### config.mk
export PLATFORM = sky130hd
export DESIGN_NAME = cache_ctrl_fsm
export DESIGN_NICKNAME = d
export VERILOG_FILES = /design/src/rtl/cache_ctrl_fsm.sv
export SDC_FILE = /design/constraint.sdc
export NUM_CORES = 1
export LEC_CHECK = 0
export BUFFER_PORTS_ARGS = -buffer_cell sky130_fd_sc_hd__clkbuf_2
export CORE_AREA = 2 2 523 525
export CTS_BUF_LIST = sky130_fd_sc_hd__clkbuf_8
export DETAILED_ROUTE_END_ITERATION = 10
export DIE_AREA = 0 0 525 527
export PLACE_DENSITY = 0.3
export SLEW_MARGIN = 20
export SYNTH_ARGS = -nofsm -noshare
export SYNTH_HDL_FRONTEND = slang
export SYNTH_SLANG_ARGS = --single-unit
### constraint.sdc
create_clock -name CLK -period 5.48 [get_ports CLK]
set_input_delay 0.548 -clock CLK [delete_from_list [all_inputs] [get_ports CLK]]
set_output_delay 0.548 -clock CLK [all_outputs]
set_load 0.1 [all_outputs]
### src/rtl/cache_ctrl_fsm.sv
// Sequencing controller for a 2-way, 8-set, 256-bit-line write-back data cache.
// Resolves hits, writes back dirty LRU victims, refills from memory and counts hits/misses.
module cache_ctrl_fsm #(
  parameter int unsigned CNT_W       = 32,
  parameter int unsigned MEM_TIMEOUT = 255
) (
  input  logic               CLK,
  input  logic               RST,
  input  logic               cpu_req,
  input  logic               cpu_we,
  input  logic [31:0]        cpu_addr,
  input  logic [31:0]        cpu_wdata,
  output logic [31:0]        cpu_rdata,
  output logic               cpu_ack,
  output logic               cpu_err,
  output logic               cpu_busy,
  output logic [31:0]        c_addr,
  output logic [31:0]        c_data_in,
  output logic [255:0]       c_line_in,
  input  logic               c_hit,
  input  logic               c_lru_valid,
  input  logic               c_lru_dirty,
  input  logic [25:0]        c_lru_tag,
  input  logic [255:0]       c_victim_line,
  input  logic [31:0]        c_data_out,
  output logic               c_update_lru,
  output logic               c_update_tag,
  output logic               c_set_dirty,
  output logic               c_clear_dirty,
  output logic               c_set_valid,
  output logic               c_clear_valid,
  output logic               c_word_we,
  output logic               c_line_we,
  output logic               mem_rd_req,
  output logic               mem_wr_req,
  output logic [28:0]        mem_line_addr,
  output logic [255:0]       mem_wdata,
  input  logic [255:0]       mem_rdata,
  input  logic               mem_ack,
  output logic [CNT_W-1:0]   hit_cnt,
  output logic [CNT_W-1:0]   miss_cnt
);

  localparam int unsigned TmoW = $clog2(MEM_TIMEOUT + 1);

  typedef enum logic [2:0] {
    StIdle,
    StLookup,
    StCompare,
    StWriteback,
    StAllocate
  } state_e;

  state_e            state_q, state_d;
  logic [31:0]       addr_q, addr_d;
  logic [31:0]       wdata_q, wdata_d;
  logic [31:0]       rdata_q, rdata_d;
  logic              we_q, we_d;
  logic              ack_q, ack_d;
  logic              err_q, err_d;
  logic              refill_q, refill_d;
  logic [CNT_W-1:0]  hit_cnt_q, hit_cnt_d;
  logic [CNT_W-1:0]  miss_cnt_q, miss_cnt_d;
  logic [TmoW-1:0]   tmo_q, tmo_d;
  logic [TmoW-1:0]   tmo_inc;
  logic              tmo_hit;

  assign tmo_inc = tmo_q + TmoW'(1);
  assign tmo_hit = (tmo_inc == TmoW'(MEM_TIMEOUT));

  always_comb begin
    state_d       = state_q;
    addr_d        = addr_q;
    wdata_d       = wdata_q;
    rdata_d       = rdata_q;
    we_d          = we_q;
    ack_d         = 1'b0;
    err_d         = 1'b0;
    refill_d      = refill_q;
    hit_cnt_d     = hit_cnt_q;
    miss_cnt_d    = miss_cnt_q;
    tmo_d         = tmo_q;
    c_update_lru  = 1'b0;
    c_update_tag  = 1'b0;
    c_set_dirty   = 1'b0;
    c_clear_dirty = 1'b0;
    c_set_valid   = 1'b0;
    c_clear_valid = 1'b0;
    c_word_we     = 1'b0;
    c_line_we     = 1'b0;
    c_line_in     = '0;
    mem_rd_req    = 1'b0;
    mem_wr_req    = 1'b0;
    mem_line_addr = '0;
    mem_wdata     = '0;

    unique case (state_q)
      StIdle: begin
        if (cpu_req) begin
          addr_d   = cpu_addr;
          we_d     = cpu_we;
          wdata_d  = cpu_wdata;
          refill_d = 1'b0;
          state_d  = StLookup;
        end
      end
      StLookup: state_d = StCompare;
      StCompare: begin
        if (c_hit) begin
          c_update_lru = 1'b1;
          c_word_we    = we_q;
          c_set_dirty  = we_q;
          ack_d        = 1'b1;
          rdata_d      = c_data_out;
          // The re-check after a refill was already counted as a miss.
          if (!refill_q) hit_cnt_d = hit_cnt_q + CNT_W'(1);
          state_d = StIdle;
        end else begin
          if (!refill_q) miss_cnt_d = miss_cnt_q + CNT_W'(1);
          tmo_d   = '0;
          state_d = (c_lru_valid && c_lru_dirty) ? StWriteback : StAllocate;
        end
      end
      StWriteback: begin
        mem_wr_req    = 1'b1;
        mem_line_addr = {c_lru_tag, addr_q[5:3]};
        mem_wdata     = c_victim_line;
        if (mem_ack) begin
          c_clear_dirty = 1'b1;
          tmo_d         = '0;
          state_d       = StAllocate;
        end else if (tmo_hit) begin
          ack_d   = 1'b1;
          err_d   = 1'b1;
          state_d = StIdle;
        end else begin
          tmo_d = tmo_inc;
        end
      end
      StAllocate: begin
        mem_rd_req    = 1'b1;
        mem_line_addr = addr_q[31:3];
        c_line_in     = mem_rdata;
        if (mem_ack) begin
          c_line_we     = 1'b1;
          c_update_tag  = 1'b1;
          c_set_valid   = 1'b1;
          c_clear_dirty = 1'b1;
          refill_d      = 1'b1;
          state_d       = StLookup;
        end else if (tmo_hit) begin
          ack_d   = 1'b1;
          err_d   = 1'b1;
          state_d = StIdle;
        end else begin
          tmo_d = tmo_inc;
        end
      end
      default: state_d = StIdle;
    endcase
  end

  always_ff @(posedge CLK or posedge RST) begin
    if (RST) begin
      state_q    <= StIdle;
      addr_q     <= '0;
      wdata_q    <= '0;
      rdata_q    <= '0;
      we_q       <= 1'b0;
      ack_q      <= 1'b0;
      err_q      <= 1'b0;
      refill_q   <= 1'b0;
      hit_cnt_q  <= '0;
      miss_cnt_q <= '0;
      tmo_q      <= '0;
    end else begin
      state_q    <= state_d;
      addr_q     <= addr_d;
      wdata_q    <= wdata_d;
      rdata_q    <= rdata_d;
      we_q       <= we_d;
      ack_q      <= ack_d;
      err_q      <= err_d;
      refill_q   <= refill_d;
      hit_cnt_q  <= hit_cnt_d;
      miss_cnt_q <= miss_cnt_d;
      tmo_q      <= tmo_d;
    end
  end

  assign cpu_rdata = rdata_q;
  assign cpu_ack   = ack_q;
  assign cpu_err   = err_q;
  assign cpu_busy  = (state_q != StIdle);
  assign c_addr    = addr_q;
  assign c_data_in = wdata_q;
  assign hit_cnt   = hit_cnt_q;
  assign miss_cnt  = miss_cnt_q;

endmodule

==> results of run 1 <==
## path summary, 6_finish.rpt
check	depth (start not counted)	slack (ps)	to
worst max-delay path	5	1070	mem_line_addr[20]
worst min-delay path	2	90	c_data_in[9]
worst max register to register	6	2320	tmo_q[6]
worst min register to register	1	480	miss_cnt[31]
max in group asynchronous	3	4360	state_q[0]
min in group CLK	2	150	c_addr[28]
## per-stage QoR
stage	hold slack, ps	area [um^2]
final	86.5	22700
after global routing	86.8	22700
after CTS	30.2	22600
after detailed placement	465	22200
after global placement	466	22200
after floorplan	472	11200
## final cells by class
type,instances,share of cell area [%]
clock buffers,29,1.76
diodes,35,0.385
multi-input cells,895,27.8
flip-flops and latches,175,19.3
clock inverters,3,0.0771
repair buffers,1372,30.7
well taps,3589,19.8
inverters,11,0.248
## critical path, stage by stage (launching register included)
cell,delay [ps]
dfrtp_4,710
or3_1,610
inv_8,460
buf_4,470
a22o_1,210
clkbuf_2,450
## synthesized netlist by cell type, types with 2 or more instances
library cell	count
and4b_1	2
a21oi_1	4
inv_1	9
buf_4	4
nor2_1	21
a22o_1	27
and3_1	265
buf_2	5
xor2_1	20
and4_1	9
o31ai_1	3
dfrtp_1	175
nor2b_1	2
ha_1	4
nand2b_1	3
nand3_1	31
nand4_1	17
and2_1	266
a211oi_1	2
nor3_1	6
nor4_1	3
nand2_1	27
xnor2_1	45
o21ai_0	4
buf_1	5
or3_1	2
or4b_4	2
or4_1	3
clkbuf_1	101
mux2_2	100
## power breakdown
group          internal, W  switching (W)  total [W]
clock network     0.000474       0.000568    0.00104
registers          0.00172       0.000439    0.00215
logic              0.00155        0.00919     0.0107
total              0.00374         0.0102     0.0139
## layout by cell type (no fill, tap or decap), types with 5 or more instances in the layout
| cell type | synthesis | final |
|---|---|---|
| dfrtp_1 | 175 | 174 |
| buf_12 | 0 | 5 |
| a22o_1 | 27 | 27 |
| clkbuf_8 | 0 | 29 |
| buf_4 | 4 | 13 |
| diode_2 | 0 | 35 |
| and2_1 | 266 | 266 |
| inv_1 | 9 | 8 |
| nand2_1 | 27 | 27 |
| nor2_1 | 21 | 20 |
| xor2_1 | 20 | 20 |
| xnor2_1 | 45 | 45 |
| and3_1 | 265 | 265 |
| clkbuf_2 | 0 | 1354 |
| nand4_1 | 17 | 17 |
| and4_1 | 9 | 9 |
| nand3_1 | 31 | 31 |
| nor3_1 | 6 | 6 |
| mux2_2 | 100 | 100 |
## logic make-up after synthesis
| logic type | after synthesis | synth area share (%) |
|---|---|---|
| multiplexers | 100 | 10.1 |
| other | 1 | 0.0335 |
| AO/OA/AOI/OAI | 55 | 3.89 |
| flip-flops | 175 | 39.1 |
| XOR/XNOR | 65 | 5.09 |
| adder cells (fa/ha/maj) | 4 | 0.447 |
| AND/OR/NAND/NOR | 670 | 36.8 |
| buffers and inverters | 127 | 4.52 |
## flip-flops by register name (all words and copies together) (netlist names), 3 cells and up
name,flops
c_addr,32
c_data_in,32
cpu_rdata,32
hit_cnt,32
miss_cnt,32
tmo_q,8
state_q,3
## per-layer routing
layer	part of all wire, %	global-route usage, %	up-vias
met3	9.6	4.45	234
met4	3.4	3.72	74
met5	0.29	0	-
li1	-	-	6718
met2	50	20.8	996
met1	37	12.5	7501
==> flow_summary.json, run 1 <==
{
  "instances_no_fill": 6109,
  "rsz0062_at_grt": "false",
  "clock_sinks": 175,
  "synth_nets": 1843,
  "via_per_inst": 2.54,
  "pre_cts_slack_ps": 1660,
  "synth_top_area_share_pct": 39.1,
  "outcome": "completed",
  "fin_util_pct": 8.36,
  "cts_max_level": 4,
  "die_area_mm2": 0.277,
  "gp_congestion": 0.954,
  "cts.repair.resized": 0,
  "netlist_instances": 1197,
  "worstPathRequired_ps": 4930,
  "insertion_delay_ps": 620,
  "layout.nets": 3126,
  "root_buffer": "clkbuf_8",
  "critPathKind": "reg2out",
  "ys_seq_area_share_pct": 39.1,
  "leakage_nw": 11.9,
  "antenna_found_initial": 148,
  "hp-class": "in2async",
  "routed_wirelength_um": 168000,
  "synth-async-reset-ratio_pct": 100,
  "synth_area_mm2": 0.0112,
  "yosys_warnings": 0,
  "hold_violations": 0,
  "crit_fanout": 117,
  "cts.path.max_buffers": 3,
  "skew_ps": 48.3,
  "synth_top_area_cell": "dfrtp_1",
  "die_y_um": 527,
  "setup_viol": 0,
  "cts_buffers": 25,
  "grtUsageTotal_pct": 11.6,
  "grt_pass1_vias": 15469,
  "row_count": 192,
  "start_util_pct": 4.12,
  "ctsHoldBuffers": 0,
  "layout-drive-gt1-share_pct": 61.1,
  "post_cts_buffers": 0,
  "cp-end-kind": "output port",
  "grt_max_degree": 225,
  "reg2reg_from": "state_q[0]",
  "fillCellCount": 32125,
  "seqCellArea_mm2": 0.00438,
  "power_w": 0.0139,
  "cp.arrival_ps": 3860,
  "ys_seq_elements": 175,
  "synth_area_leaders": "dfrtp_1 (39%), and2_1 (15%), and3_1 (15%)",
  "drt_first_iter_violations": 771,
  "fin_crit_sh_pct": 80.4,
  "syn_to_final_growth_pct": 103,
  "synth_edf_count": 0,
  "p_per_area_mw_per_mm2": 613,
  "clk_pin_slew_ps": 120,
  "io_buffers": 1354,
  "worst_slack_ps": 1070,
  "multi_input_area_mm2": 0.00632,
  "critPathLaunchType": "flip-flop",
  "maxCapViolCount": 0,
  "finalSetupTns_ps": 0,
  "yosys_most_used_dff": "dfrtp_1",
  "dp.cells": 6042,
  "grt_pass1_wl_um": 202000,
  "drc_errors": 0,
  "period_needed_ps": 4410,
  "route.vias.total": 15523,
  "slew_headroom_pct": 23.2,
  "cts_tree": "yes",
  "die_w_um": 525,
  "drv_slew": 0,
  "syn_avg_cell_area_um2": 9.35,
  "io_pins": 1356,
  "ys_types": 60,
  "firstDrtPassIters": 4,
  "ant_nets": 0,
  "tightest_slew_ps": 1150,
  "max_clock_freq_mhz": 227,
  "wl_per_cell_um": 27.5,
  "ir_drop_mv": 0.228,
  "post-dp-hpwl_um": 155000,
  "cp-startpoint": "state_q[0]",
  "overflow": 0,
  "coreArea_mm2": 0.272
}
Note: power is estimated with default switching activity, not from simulation.
==> inputs of run 2 (changes only) <==
==> constraint.sdc (replaced) <==
create_clock -name CLK -period 3.6 [get_ports CLK]
set_input_delay 0.36 -clock CLK [delete_from_list [all_inputs] [get_ports CLK]]
set_output_delay 0.36 -clock CLK [all_outputs]
set_load 0.1 [all_outputs]
==> flow_summary.json, run 2 (synthesized netlist as in run 1, its figures left out) <==
{
  "syn_to_final_growth_pct": 137,
  "ir_drop_mv": 0.369,
  "rsz0062_at_grt": "false",
  "cp-startpoint": "state_q[2]",
  "fillCellCount": 31597,
  "drc_errors": 0,
  "pre_cts_slack_ps": 593,
  "fin_util_pct": 9.76,
  "grt_max_degree": 232,
  "clk_pin_slew_ps": 130,
  "worstPathRequired_ps": 3240,
  "row_count": 192,
  "ff2ff_setup_slack_ps": 930,
  "grt_pass1_wl_um": 213000,
  "grt_pass1_vias": 16183,
  "layout-drive-gt1-share_pct": 59.1,
  "leakage_nw": 13.0,
  "period_needed_ps": 3440,
  "antenna_found_initial": 143,
  "clock_sinks": 175,
  "min-delay-start": "cpu_addr[24]",
  "cp.arrival_ps": 3080,
  "die_area_mm2": 0.277,
  "p_per_area_mw_per_mm2": 854,
  "hold_violations": 0,
  "crit_fanout": 98,
  "insertion_delay_ps": 620,
  "maxCapViolCount": 0,
  "wl_per_cell_um": 28.2,
  "fin_crit_sh_pct": 95.6,
  "io_pins": 1356,
  "fin_area_mm2": 0.0265,
  "root_buffer": "clkbuf_8",
  "mostFrequentLayoutCell": "clkbuf_2",
  "cts_max_level": 4,
  "slew_headroom_pct": 14.5,
  "hp-class": "in2reg",
  "layout.nets": 3236,
  "outcome": "completed",
  "drv_slew": 0,
  "start_util_pct": 4.12,
  "reg2reg_from": "state_q[0]",
  "cts_tree": "yes",
  "grtUsageTotal_pct": 12.2,
  "via_per_inst": 2.54,
  "mostFrequentLayoutCells": "clkbuf_2 (1080), and2_1 (266), and3_1 (265)",
  "post-dp-hpwl_um": 161000,
  "critPathLaunchType": "flip-flop",
  "die_w_um": 525,
  "max_clock_freq_mhz": 291,
  "skew_ps": 67.5,
  "tightest_slew_ps": 1280,
  "placed_area_mm2": 0.0248,
  "io_buffers": 1354,
  "drt_first_iter_violations": 781,
  "route.vias.total": 15846,
  "critPathKind": "reg2out",
  "cp-end-kind": "output port",
  "die_y_um": 527,
  "cts_buffers": 25,
  "firstDrtPassIters": 4,
  "finalSetupTns_ps": 0,
  "setup_viol": 0,
  "routed_wirelength_um": 176000,
  "cts.path.max_buffers": 3,
  "worst_slack_ps": 159,
  "ant_nets": 0,
  "coreArea_mm2": 0.272,
  "gp_congestion": 0.978,
  "overflow": 0
}
-- run 2: area by class of cell --
class	instances	area, um^2	area share [%]
Sequential cell	175	4390	16.5
Inverter	11	71.3	0.269
Clock buffer	28	385	1.45
Clock inverter	5	76.3	0.288
Antenna cell	51	128	0.481
Timing Repair Buffer	1482	10600	40.2
Tap cell	3589	4490	16.9
Multi-Input combinational cell	895	6320	23.9
-- run 2: worst paths after layout --
check / end / depth (start not counted)
max in group asynchronous: c_addr[17] / 4
setup reg to reg: hit_cnt[31] / 5
min in group asynchronous: miss_cnt[3] / 3
hold / removal: c_addr[24] / 2
setup / recovery: mem_wdata[38] / 5
hold reg to reg: miss_cnt[31] / 1
-- run 2: metrics by stage --
step / instances / hold slack [ps] / total power [W]
floorplan: 1197 / 462 / 0.0157
global placement: 6054 / 480 / 0.0209
detailed placement: 6054 / 480 / 0.0209
CTS: 6185 / 11.3 / 0.0231
global route: 6196 / 22.4 / 0.0234
finish: 6236 / 90.4 / 0.0226
-- run 2: worst max-delay path: stages (launching register included) --
cell and delay [ps]:
dfrtp_2 510, and2b_4 370, buf_12 260, buf_12 260, and3_1 290, clkbuf_2 520
-- run 2: power by group --
part | internal [W] | leakage (nW) | switching (W)
registers | 0.00261 | 2.20 | 0.000576
logic | 0.00333 | 10.5 | 0.0143
clock network | 0.000848 | 0.239 | 0.000961
-- run 2: what timing repair did --
action                     in CTS  in global routing
cloned                          1                  0
hold endpoints to repair      117                  0
hold buffers                   97                  0
setup endpoints to repair      96                 81
buffers inserted                0                  0
resized for setup              53                  3
-- run 2: layer usage --
layer  wire (um)  up-vias  global-route usage (%)
li1            -     6955                       -
met1       68400     7614                    13.8
met2       86000      978                    21.3
met3       15800      227                    4.65
met4        5120       72                    3.32
met5         470        -                       0
